`config.mk`:
```
export PLATFORM = sky130hd
export DESIGN_NAME = pwm_meas
export DESIGN_NICKNAME = d
export VERILOG_FILES = /design/src/rtl/pwm_meas.sv
export SDC_FILE = /design/constraint.sdc
export NUM_CORES = 1
export LEC_CHECK = 0
export CORE_MARGIN = 1.5
export CORE_UTILIZATION = 35
export DETAILED_ROUTE_END_ITERATION = 8
export PLACE_DENSITY = 0.62
export SYNTH_ARGS = -nofsm -noshare
export SYNTH_HDL_FRONTEND = slang
export SYNTH_SLANG_ARGS = --single-unit
export TNS_END_PERCENT = 20
```
`constraint.sdc`:
```
create_clock -name i_clk -period 4.1 [get_ports i_clk]
set_clock_uncertainty 0.1 [all_clocks]
set_input_delay 0.41 -clock i_clk [delete_from_list [all_inputs] [get_ports i_clk]]
set_output_delay 0.41 -clock i_clk [all_outputs]
set_load 0.01 [all_outputs]
```
`src/rtl/pwm_meas.sv`:
```
// PWM waveform monitor: measures period and high time in clock cycles and
// flags stuck-high / stuck-low lines when no rising edge arrives in time.
module pwm_meas #(
  parameter int unsigned CNT_W   = 16,
  parameter int unsigned TIMEOUT = 2**CNT_W - 1
) (
  input  logic             i_clk,
  input  logic             i_rst_n,
  input  logic             i_pwm,
  output logic [CNT_W-1:0] o_period,
  output logic [CNT_W-1:0] o_high,
  output logic             o_valid,
  output logic             o_stuck_hi,
  output logic             o_stuck_lo
);

  localparam logic [CNT_W-1:0] TMO = CNT_W'(TIMEOUT);

  typedef enum logic {
    WAIT_FIRST,
    MEASURE
  } state_t;

  state_t           state;
  logic             sync1;
  logic             s_pwm;
  logic             s_pwm_d;
  logic             rise;
  logic             p_sat;
  logic             h_sat;
  logic [CNT_W-1:0] p;
  logic [CNT_W-1:0] h;

  always_comb begin
    rise  = s_pwm & ~s_pwm_d;
    p_sat = (p == TMO);
    h_sat = (h == TMO);
  end

  always_ff @(posedge i_clk or negedge i_rst_n) begin
    if (!i_rst_n) begin
      sync1   <= 1'b0;
      s_pwm   <= 1'b0;
      s_pwm_d <= 1'b0;
    end else begin
      sync1   <= i_pwm;
      s_pwm   <= sync1;
      s_pwm_d <= s_pwm;
    end
  end

  always_ff @(posedge i_clk or negedge i_rst_n) begin
    if (!i_rst_n) begin
      p <= '0;
      h <= '0;
    end else if (rise) begin
      p <= CNT_W'(1);
      h <= CNT_W'(1);
    end else begin
      if (!p_sat)
        p <= p + CNT_W'(1);
      if (s_pwm && !h_sat)
        h <= h + CNT_W'(1);
    end
  end

  // The timeout branch keeps firing while p stays saturated; only the first
  // hit latches a flag, so a later fall cannot flip stuck_hi into stuck_lo.
  always_ff @(posedge i_clk or negedge i_rst_n) begin
    if (!i_rst_n) begin
      state      <= WAIT_FIRST;
      o_period   <= '0;
      o_high     <= '0;
      o_valid    <= 1'b0;
      o_stuck_hi <= 1'b0;
      o_stuck_lo <= 1'b0;
    end else begin
      o_valid <= 1'b0;
      if (rise) begin
        if (state == MEASURE) begin
          o_period <= p;
          o_high   <= h;
          o_valid  <= 1'b1;
        end
        o_stuck_hi <= 1'b0;
        o_stuck_lo <= 1'b0;
        state      <= MEASURE;
      end else if (p_sat) begin
        if (!o_stuck_hi && !o_stuck_lo) begin
          if (s_pwm)
            o_stuck_hi <= 1'b1;
          else
            o_stuck_lo <= 1'b1;
        end
        state <= WAIT_FIRST;
      end
    end
  end

endmodule

```
==> results by group, run 1 <==
Run status
  – Outcome: completed

Power
  – Total power draw: 0.001595 W
  – PD cells: slightly below 400 mW/mm2
  – Leak: about 1.7 nW
  – Maximum vdd drop: between 0.15 and 0.2 mV

Final layout
  – N_diodes: 0
  – Area delta synth->final: 20.07%
  – Share of cells above drive strength 1: 0.1696
  – Commonest non-fill, non-tap cell in the layout: dfrtp_1
  – Final Non-Filler Cells: 471
  – Most frequent cells in the layout: dfrtp_1 (71), clkdlybuf4s50_1 (36), nand2_1 (33)
  – Layout Nets: 342
  – Layout filler cell count: 901

GRT
  – Busiest grt layer: met2
  – GRT Resource Usage Total: 0.1471
  – GR Util met2: 0.2173
  – Met3 Use GR: 0.03883
  – Initial antenna violation count: 0
  – Total congestion overflow: 0
  – GR Util met1: 0.2095
  – Largest net degree at the start of global routing: 45
  – Vias in the first global route: 2344
  – First-pass GRT wire length: between 10000 and 15000 um

Worst setup path
  – Startpoint class of the critical path: flip-flop
  – Largest stage delay, worst path: 0.83 ns
  – Worst endpoint required time: 4.23 ns
  – CP Cell Sequence: and2b_1, nand2_2, mux2_2
  – CP Capture Type: flip-flop
  – Slowest stage cell, crit path: dfrtp_1
  – Worst Path Arrival: 2.76 ns
  – Crit path max fanout: 37
  – Critical path class: flip-flop to flip-flop

Route
  – DRT Wirelength: 6887 um
  – Initial DRC Count: 124
  – Routed Antenna Nets: 0
  – Routed WL per cell: 14.62 um
  – Routed vias: about 2.5k
  – Pre-antenna DRT Iters: 4
  – Via density: roughly 5.3
  – Remaining DRCs: 0

Clock tree
  – Post-CTS Setup Bufs: 0
  – Clk_lat worst skew: 0.35 ns
  – CTS H-tree lvls: 3
  – # hold bufs at CTS: 0
  – Num Clock Sinks: 71
  – Clk slew on worst S/H paths: around 0.080 ns
  – Total CTS buffers: 9
  – CTS tree: yes
  – Root Driver: clkbuf_8
  – Maximum clock path buffer count: 2
  – PostCTS Resize Cnt: 0

Run
  – Max-cap violations: 0

STA
  – Worst Max-Slew Pin Slew: 0.9780 ns
  – Fin. max-slew vios: 0
  – Final Hold Slack: between 0.1 and 0.15 ns
  – Max Freq: approximately 0.38 GHz
  – PnR worst setup slack: approximately 1.5 ns
  – TNS Setup: 0 ns
  – Fin crit period: 2.630 ns
  – Period utilization: 0.6415
  – Worst slew margin: 0.3480
  – Hold Vio Cnt, Final: 0
  – Setup violators final: 0
  – Unrepaired setup endpoints after global routing: no

Logic synthesis
  – Asr flop ratio synth: 1.000
  – Post-synth EDFFs: 0
  – XOR/XNOR Fraction of Synth Area: 0
  – Number of distinct library cells after synthesis: 56
  – Post-Synth Simple-Gate Area: 0.1943
  – Compound-gate portion of the synthesized area: 0.1277
  – #FFs+latches synth: 71
  – Main synth FF type: dfrtp_1
  – Mux cell area share after synthesis: 0.1093
  – Syn Nets: 308
  – Sequential cell area fraction in the yosys report: 0.5316
  – Synth Warn #: 0
  – Synth Area in Adders: 0.007488
  – Syn Inst Count: 303
  – Synth Area per Inst: 11.03 um2
  – Synth Cell Area: between 0.003 and 0.004 mm2
  – Largest family of logic cells by synthesized area: simple AND/OR/NAND/NOR gates

Die
  – Core Box Area: 0.009240 mm2
  – Boundary Pins: 38
  – Die area: between 0.01 and 0.015 mm2
  – Chip Width: slightly above 100 um
  – Die H: 100.7 um
  – Rows: 35
  – Initial Utilization: 0.3617

Placed design
  – Placed Cells: approximately 460
  – Port Buffers: 37
  – Setup WS pre-CTS: 1.430 ns
  – Gpl congestion: just over 0.8
  – Dpl hpwl: 4628 um

Hold path
  – Worst hold-check path type: input port to asynchronous set/reset pin
power by group:
group / internal (W) / switching [W] / leakage [nW] / total [W]
logic: 0.000103 / 0.0000873 / 0.675 / 0.000190
clock network: 0.000329 / 0.000255 / 0.109 / 0.000584
registers: 0.000755 / 0.0000652 / 0.954 / 0.000820
total: 0.00119 / 0.000407 / 1.74 / 0.00160
layer usage:
| layer | share of wire | up-vias |
|---|---|---|
| li1 | - | 1199 |
| met1 | 0.51 | 1232 |
| met2 | 0.44 | 48 |
| met3 | 0.039 | 5 |
| met4 | 0.012 | 0 |
| met5 | 0 | - |
critical path: cells and delay by family, from the launching register on:
| kind | cells | cell delay (ns) |
|---|---|---|
| AND/OR/NAND/NOR | 2 | 1.11 |
| multiplexers | 1 | 0.47 |
| flip-flops | 1 | 0.83 |
state kept, by name, indices dropped and copies added, names as in the netlist:
name        cells
o_stuck_lo      1
sync1           1
state           1
p              16
s_pwm           1
o_valid         1
o_high         16
s_pwm_d         1
h              16
o_period       16
o_stuck_hi      1
path summary, 6_finish.rpt:
kind | from | to | slack (ns) | cells after the start
setup / recovery | s_pwm | o_high[5] | 1.47 | 3
hold / removal | i_rst_n | o_period[10] | 0.10 | 1
setup reg to reg | s_pwm | o_high[5] | 1.47 | 3
hold reg to reg | sync1 | s_pwm | 0.25 | 0
max in group asynchronous | i_rst_n | o_high[1] | 2.88 | 2
min in group i_clk | sync1 | s_pwm | 0.25 | 0
cells in the mapped netlist, types with 6 or more instances:
master / n / area (um2)
nor3_1: 7 / 35.03
nand3_1: 17 / 85.08
dfrtp_1: 71 / 1777
a21oi_1: 17 / 85.08
nor2_1: 11 / 41.29
mux2_2: 28 / 315.3
inv_1: 7 / 26.28
buf_2: 7 / 35.03
clkbuf_1: 6 / 22.52
nand2_1: 33 / 123.9
o21ai_0: 17 / 85.08
stage by stage:
stage	utilization	area (um2)
after global routing	0.4343	4013
after global placement	0.4116	3804
after floorplan	-	3342
final	0.4343	4013
after CTS	0.4343	4013
after detailed placement	0.4116	3804
area by class of cell:
cell class                 instances  area [um2]  area share
sequential                        71        1777      0.4428
inverter                           7       26.28    0.006548
clock buffer                      13       168.9     0.04210
multi-input combinational        210        1466      0.3655
clock inverter                     3       40.04    0.009978
timing repair buffer              38       372.9     0.09292
tap                              129       161.4     0.04022
cells by family (layout without fill, tap and decap cells):
group | Yosys count | after routing
and+or+nand+nor | 111 | 111
muxes | 33 | 33
DFF | 71 | 71
buffers and inverters | 22 | 61
AOI/OAI and AO/OA | 64 | 64
adders and majority gates | 2 | 2
(Power assumes the default switching activity.)
==> run 2, diff against run 1 <==
--- a/config.mk
+++ b/config.mk
@@ -8,7 +8,7 @@
 export CORE_MARGIN = 1.5
 export CORE_UTILIZATION = 35
 export DETAILED_ROUTE_END_ITERATION = 8
-export PLACE_DENSITY = 0.62
+export PLACE_DENSITY = 0.64
 export SYNTH_ARGS = -nofsm -noshare
 export SYNTH_HDL_FRONTEND = slang
 export SYNTH_SLANG_ARGS = --single-unit
==> constraint.sdc (replaced) <==
create_clock -name i_clk -period 2.24 [get_ports i_clk]
set_clock_uncertainty 0.1 [all_clocks]
set_input_delay 0.224 -clock i_clk [delete_from_list [all_inputs] [get_ports i_clk]]
set_output_delay 0.224 -clock i_clk [all_outputs]
set_load 0.01 [all_outputs]
==> results by group, run 2 (synthesized netlist as in run 1, its figures left out) <==
Worst setup path
  – Buf/Inv on CP: 1 (+1)
  – R2r startpoint: h[0]
  – Worst endpoint required time: 2.38 ns (-1.85 ns)
  – Slowest stage cell, crit path: or4b_1
  – Startpoint class of the critical path: flip-flop
  – Register-to-register setup slack: 0.18 ns (-1.29 ns)
  – Worst r2r dst: h[9]
  – Delay-heaviest family, CP: simple AND/OR/NAND/NOR gates
  – Crit path max fanout: 11 (-70%)
  – Largest stage delay, worst path: 0.50 ns (-0.33 ns)
  – Worst Path Arrival: 2.20 ns (-0.56 ns)
  – CP Cell Sequence: ha_1, nand3_1, nor4_4, buf_4, or4b_1, a32o_1
  – Crit path depth: 6 (+3)
  – Critical path class: flip-flop to flip-flop
  – CP Capture Type: flip-flop
  – Reg2Reg Depth: 6 (+3)

Final layout
  – N_diodes: 0 (unchanged)
  – Share of cells above drive strength 1: 0.1886 (+0.01898)
  – Commonest non-fill, non-tap cell in the layout: dfrtp_1
  – Final Core Density: 0.4528 (+0.01855)
  – Layout filler cell count: 853 (-5.3%)
  – Area delta synth->final: 25.20%
  – Most frequent cells in the layout: dfrtp_1 (71), clkdlybuf4s50_1 (36), nand2_1 (33)
  – Layout Nets: 350 (+2.3%)

Hold path
  – Hold EP: sync1
  – Worst hold start: i_pwm
  – WHS Path Cells: 1
  – Worst hold-check path type: input port to flip-flop

Route
  – Post-Route M1 WL: 3354 um (-4.0%)
  – Pre-antenna DRT Iters: 5 (+1)
  – Highest routed layer: met4
  – Routed WL per cell: 14.60 um (-0.17%)
  – Routed Antenna Nets: 0 (unchanged)
  – Routed vias: 2537 (+2.1%)
  – Met3 WL: 414 um (+54%)
  – Initial DRC Count: 121 (-2.4%)
  – Via density: 5.296 (+0.43%)
  – Met2 WL post-DR: 3062 um (+0.76%)
  – Remaining DRCs: 0 (unchanged)
  – DRT Wirelength: 6992 um (+1.5%)

Clock tree
  – Total CTS buffers: 9 (unchanged)
  – Num Clock Sinks: 71 (unchanged)
  – Clk_lat worst skew: 0.35 ns (about the same)
  – # hold bufs at CTS: 1 (+1)
  – Maximum clock path buffer count: 2 (unchanged)
  – CTS H-tree lvls: 3 (unchanged)
  – Post-CTS Setup Bufs: 0 (unchanged)
  – PostCTS Resize Cnt: 0 (unchanged)
  – CTS tree: yes
  – Root Driver: clkbuf_8
  – Clk slew on worst S/H paths: 0.07 ns (about the same)

STA
  – Setup violators final: 0 (unchanged)
  – TNS Setup: 0 ns (unchanged)
  – Worst slew margin: 0.5944 (+0.2464)
  – Fin crit period: 2.060 ns (-0.5699 ns)
  – Period utilization: 0.9198 (+0.2783)
  – Hold Vio Cnt, Final: 0 (unchanged)
  – Worst Max-Slew Pin Slew: 0.6084 ns (-0.3696 ns)
  – Max Freq: 0.4854 GHz (+28%)
  – Unrepaired setup endpoints after global routing: no
  – Fin. max-slew vios: 0 (unchanged)

GRT
  – Initial antenna violation count: 0 (unchanged)
  – Total congestion overflow: 0 (unchanged)
  – Vias in the first global route: 2410 (+2.8%)
  – Largest net degree at the start of global routing: 48 (+6.7%)
  – GRT Resource Usage Total: 0.1561 (+0.008996)
  – First-pass GRT wire length: 12200 um (+4.7%)

Power
  – PD cells: 798.2 mW/mm2 (+100%)
  – Reg power frac: 0.447 (-0.067)
  – Net switching fraction of the power: 0.2287 (-0.02675)
  – Power share of the combinational group: 0.112 (-0.007)
  – Maximum vdd drop: 0.3591 mV (+120%)
  – Clock share of power: 0.441 (+0.075)
  – NetSw: 0.0007637 W (+87%)
  – Leak: 1.825 nW (+5.0%)
  – P_int: 0.002576 W (+120%)

Die
  – Die H: 100.7 um (unchanged)
  – Core Box Area: 0.009240 mm2 (unchanged)
  – Rows: 35 (unchanged)
  – Chip Width: 100.7 um (unchanged)
  – Initial Utilization: 0.3617 (unchanged)
  – Die area: 0.01014 mm2 (unchanged)
  – Boundary Pins: 38 (unchanged)

Placed design
  – Dpl hpwl: 4760 um (+2.8%)
  – Gpl congestion: 0.8406 (+1.6%)
  – Port Buffers: 37 (unchanged)

Run status
  – Outcome: completed

Run
  – Max-cap violations: 0 (unchanged)
-- run 2: metal layers --
layer,global-route usage,vias to the layer above
met5,0,-
met4,0.08017,0
met3,0.03329,14
met2,0.2209,67
met1,0.2243,1245
li1,-,1211
-- run 2: layout make-up --
type                    instances  area (um2)  area share
flip-flops and latches         71        1777      0.4246
clock inverters                 6       155.1     0.03708
well taps                     129       161.4     0.03858
clock buffers                  10       137.6     0.03289
repair buffers                 46       460.4      0.1100
multi-input cells             210        1466      0.3505
inverters                       7       26.28    0.006280
-- run 2: metrics by stage --
step / hold slack (ns) / instance area (um2) / total power, W / std cells / setup slack (ns)
3_3_place_gp: 0.1686 / 3881 / 0.001882 / 462 / 0.2434
5_1_grt: 0.2042 / 4184 / 0.003488 / 479 / 0.08573
4_1_cts: 0.2035 / 4184 / 0.003372 / 479 / 0.1828
2_1_floorplan: -0.1716 / 3342 / 0.001691 / 303 / 0.4538
6_report: 0.2128 / 4184 / 0.003340 / 479 / 0.1797
3_5_place_dp: 0.1682 / 3881 / 0.001894 / 462 / 0.1887
-- run 2: worst max path at each step --
| stage | from | end | slack [ns] |
|---|---|---|---|
| global placement | h[0] | h[9] | 0.24 |
| finish | h[0] | h[9] | 0.18 |
| CTS | h[0] | h[9] | 0.18 |
| detailed placement | h[0] | h[9] | 0.19 |
| floorplan | h[0] | h[9] | 0.45 |
| global route | h[0] | h[9] | 0.09 |
-- run 2: power by group through the flow --
stage / Sequential (W) / Clock, W / Combinational [W]
6_report: 0.00149 / 0.00147 / 0.000375
5_1_grt: 0.00151 / 0.00156 / 0.000418
4_1_cts: 0.00149 / 0.00150 / 0.000382
3_5_place_dp: 0.00152 / 0 / 0.000378
3_3_place_gp: 0.00151 / 0 / 0.000370
2_1_floorplan: 0.00150 / 0 / 0.000190
==> run 3, diff against run 2 <==
--- a/config.mk
+++ b/config.mk
@@ -5,9 +5,10 @@
 export SDC_FILE = /design/constraint.sdc
 export NUM_CORES = 1
 export LEC_CHECK = 0
-export CORE_MARGIN = 1.5
+export CORE_MARGIN = 3
 export CORE_UTILIZATION = 35
 export DETAILED_ROUTE_END_ITERATION = 8
+export MAX_ROUTING_LAYER = met4
 export PLACE_DENSITY = 0.64
 export SYNTH_ARGS = -nofsm -noshare
 export SYNTH_HDL_FRONTEND = slang
==> results by group, run 3 (synthesized netlist as in run 1, its figures left out) <==
Clock tree
  – CTS tree: yes
  – Clk_lat worst skew: 0.35 ns (about the same)
  – Num Clock Sinks: 71 (unchanged)
  – PostCTS Resize Cnt: 0 (unchanged)
  – Clk slew on worst S/H paths: 0.07 ns (about the same)
  – Maximum clock path buffer count: 2 (unchanged)
  – Root Driver: clkbuf_8
  – Total CTS buffers: 9 (unchanged)
  – CTS H-tree lvls: 3 (unchanged)

Power
  – Power share of the combinational group: 0.132 (+0.020)
  – Net switching fraction of the power: 0.2572 (+0.02849)
  – NetSw: 0.0007260 W (-4.9%)
  – Clock share of power: 0.338 (-0.103)
  – Leak: 1.789 nW (-2.0%)
  – P_int: 0.002097 W (-19%)
  – Reg power frac: 0.530 (+0.083)
  – PD cells: 689.1 mW/mm2 (-14%)
  – Maximum vdd drop: 0.2777 mV (-23%)
  – Total power draw: 0.002823 W (-15%)

STA
  – Fin. max-slew vios: 0 (unchanged)
  – Fin crit period: 2.009 ns (-0.05080 ns)
  – TNS Setup: 0 ns (unchanged)
  – Max Freq: 0.4976 GHz (+2.5%)
  – Worst slew margin: 0.5958 (+0.001366)
  – Hold Vio Cnt, Final: 0 (unchanged)
  – Setup violators final: 0 (unchanged)
  – Unrepaired setup endpoints after global routing: no
  – Period utilization: 0.8971 (-0.02268)
  – Worst Max-Slew Pin Slew: 0.6018 ns (-0.006570 ns)

Worst setup path
  – Startpoint class of the critical path: flip-flop
  – CP Capture Type: flip-flop
  – Crit path max fanout: 10 (-1)
  – Worst endpoint required time: 2.37 ns (about the same)
  – Worst Path Arrival: 2.14 ns (-0.06 ns)
  – Critical path class: flip-flop to flip-flop

Die
  – Chip Width: 103.7 um (+3.0%)
  – Boundary Pins: 38 (unchanged)
  – Core Box Area: 0.009240 mm2 (unchanged)
  – Die area: 0.01076 mm2 (+6.0%)
  – Die H: 103.7 um (+3.0%)
  – Initial Utilization: 0.3617 (unchanged)
  – Rows: 35 (unchanged)

Route
  – Routed Antenna Nets: 0 (unchanged)
  – Initial DRC Count: 122 (+0.83%)
  – Routed WL per cell: 14.98 um (+2.6%)
  – DRT Wirelength: 7190 um (+2.8%)
  – Via density: 5.338 (+0.78%)
  – Routed vias: 2562 (+0.99%)
  – Remaining DRCs: 0 (unchanged)
  – Pre-antenna DRT Iters: 4 (-1)

GRT
  – First-pass GRT wire length: 12100 um (-0.80%)
  – Largest net degree at the start of global routing: 31 (-35%)
  – Initial antenna violation count: 0 (unchanged)
  – Vias in the first global route: 2486 (+3.2%)
  – Total congestion overflow: 0 (unchanged)
  – GRT Resource Usage Total: 0.1413 (-0.01478)

Placed design
  – Gpl congestion: 0.8412 (about the same)
  – Placed Area: 0.003904 mm2 (+0.58%)
  – Port Buffers: 37 (unchanged)
  – Dpl hpwl: 4945 um (+3.9%)

Final layout
  – Most frequent cells in the layout: dfrtp_1 (71), clkdlybuf4s50_1 (36), nand2_1 (33)
  – Share of cells above drive strength 1: 0.1880 (-0.0005372)
  – Post-Layout Inst Area: 0.004096 mm2 (-2.1%)
  – Layout filler cell count: 865 (+1.4%)
  – Layout Nets: 353 (+0.86%)
  – N_diodes: 0 (unchanged)
  – Commonest non-fill, non-tap cell in the layout: dfrtp_1
  – Area delta synth->final: 22.58%

Hold path
  – Worst hold-check path type: input port to flip-flop

Run
  – Max-cap violations: 0 (unchanged)

Run status
  – Outcome: completed
[run 3: changes by cell type in the layout (fill, tap and decap cells not counted), sizes merged]
cell,previous run,this run
buf,9,12
bufinv,5,0
clkbuf,10,14
clkinv,1,0
[run 3: path summary, 6_finish.rpt]
path	cells after the start	slack (ns)	end	startpoint
min in group asynchronous	2	0.23	h[14]	i_rst_n
worst max register to register	6	0.23	h[7]	h[0]
worst min register to register	0	0.25	s_pwm	sync1
max in group asynchronous	3	1.25	h[2]	i_rst_n
worst min-delay path	1	0.21	sync1	i_pwm
worst max-delay path	6	0.23	h[7]	h[0]
[run 3: final cells by class]
cell class | count | area (um2) | share of cell area
Timing Repair Buffer | 49 | 483.0 | 0.1179
Clock buffer | 14 | 182.7 | 0.04459
Tap cell | 129 | 161.4 | 0.03940
Inverter | 7 | 26.28 | 0.006414
Sequential cell | 71 | 1777 | 0.4337
Multi-Input combinational cell | 210 | 1466 | 0.3580
[run 3: power groups by stage]
stage	logic [W]	registers, W	clock network [W]
3_3_place_gp	0.000372	0.00151	0
3_5_place_dp	0.000378	0.00152	0
5_1_grt	0.000406	0.00151	0.00103
4_1_cts	0.000380	0.00149	0.000979
2_1_floorplan	0.000190	0.00150	0
6_report	0.000373	0.00150	0.000954
[run 3: what timing repair did]
action,in CTS,in global routing
hold buffers,1,0
buffers inserted,0,0
endpoints found under the hold margin,12,0
[run 3: through the flow]
step | setup slack [ns] | utilization | hold slack, ns | std cells
floorplan | 0.4538 | - | -0.1716 | 303
CTS | 0.2182 | 0.4433 | 0.2041 | 480
detailed placement | 0.2176 | 0.4225 | 0.07273 | 465
global placement | 0.2579 | 0.4225 | 0.06757 | 465
global route | 0.04870 | 0.4433 | 0.2023 | 480
finish | 0.2305 | 0.4433 | 0.2114 | 480
[run 3: routing by layer]
layer,part of all wire,global-route usage,up-vias
met5,0,-,-
met2,0.43,0.1874,68
li1,-,-,1219
met3,0.046,0.03676,15
met4,0.018,0.05983,0
met1,0.51,0.2032,1260
[run 3: critical path, cell delays in order (launching register included)]
cell     delay [ns]
dfrtp_1        0.43
ha_1           0.23
nand3_1        0.13
nor4_4         0.61
buf_4          0.23
or4_1          0.10
nand3_1        0.07
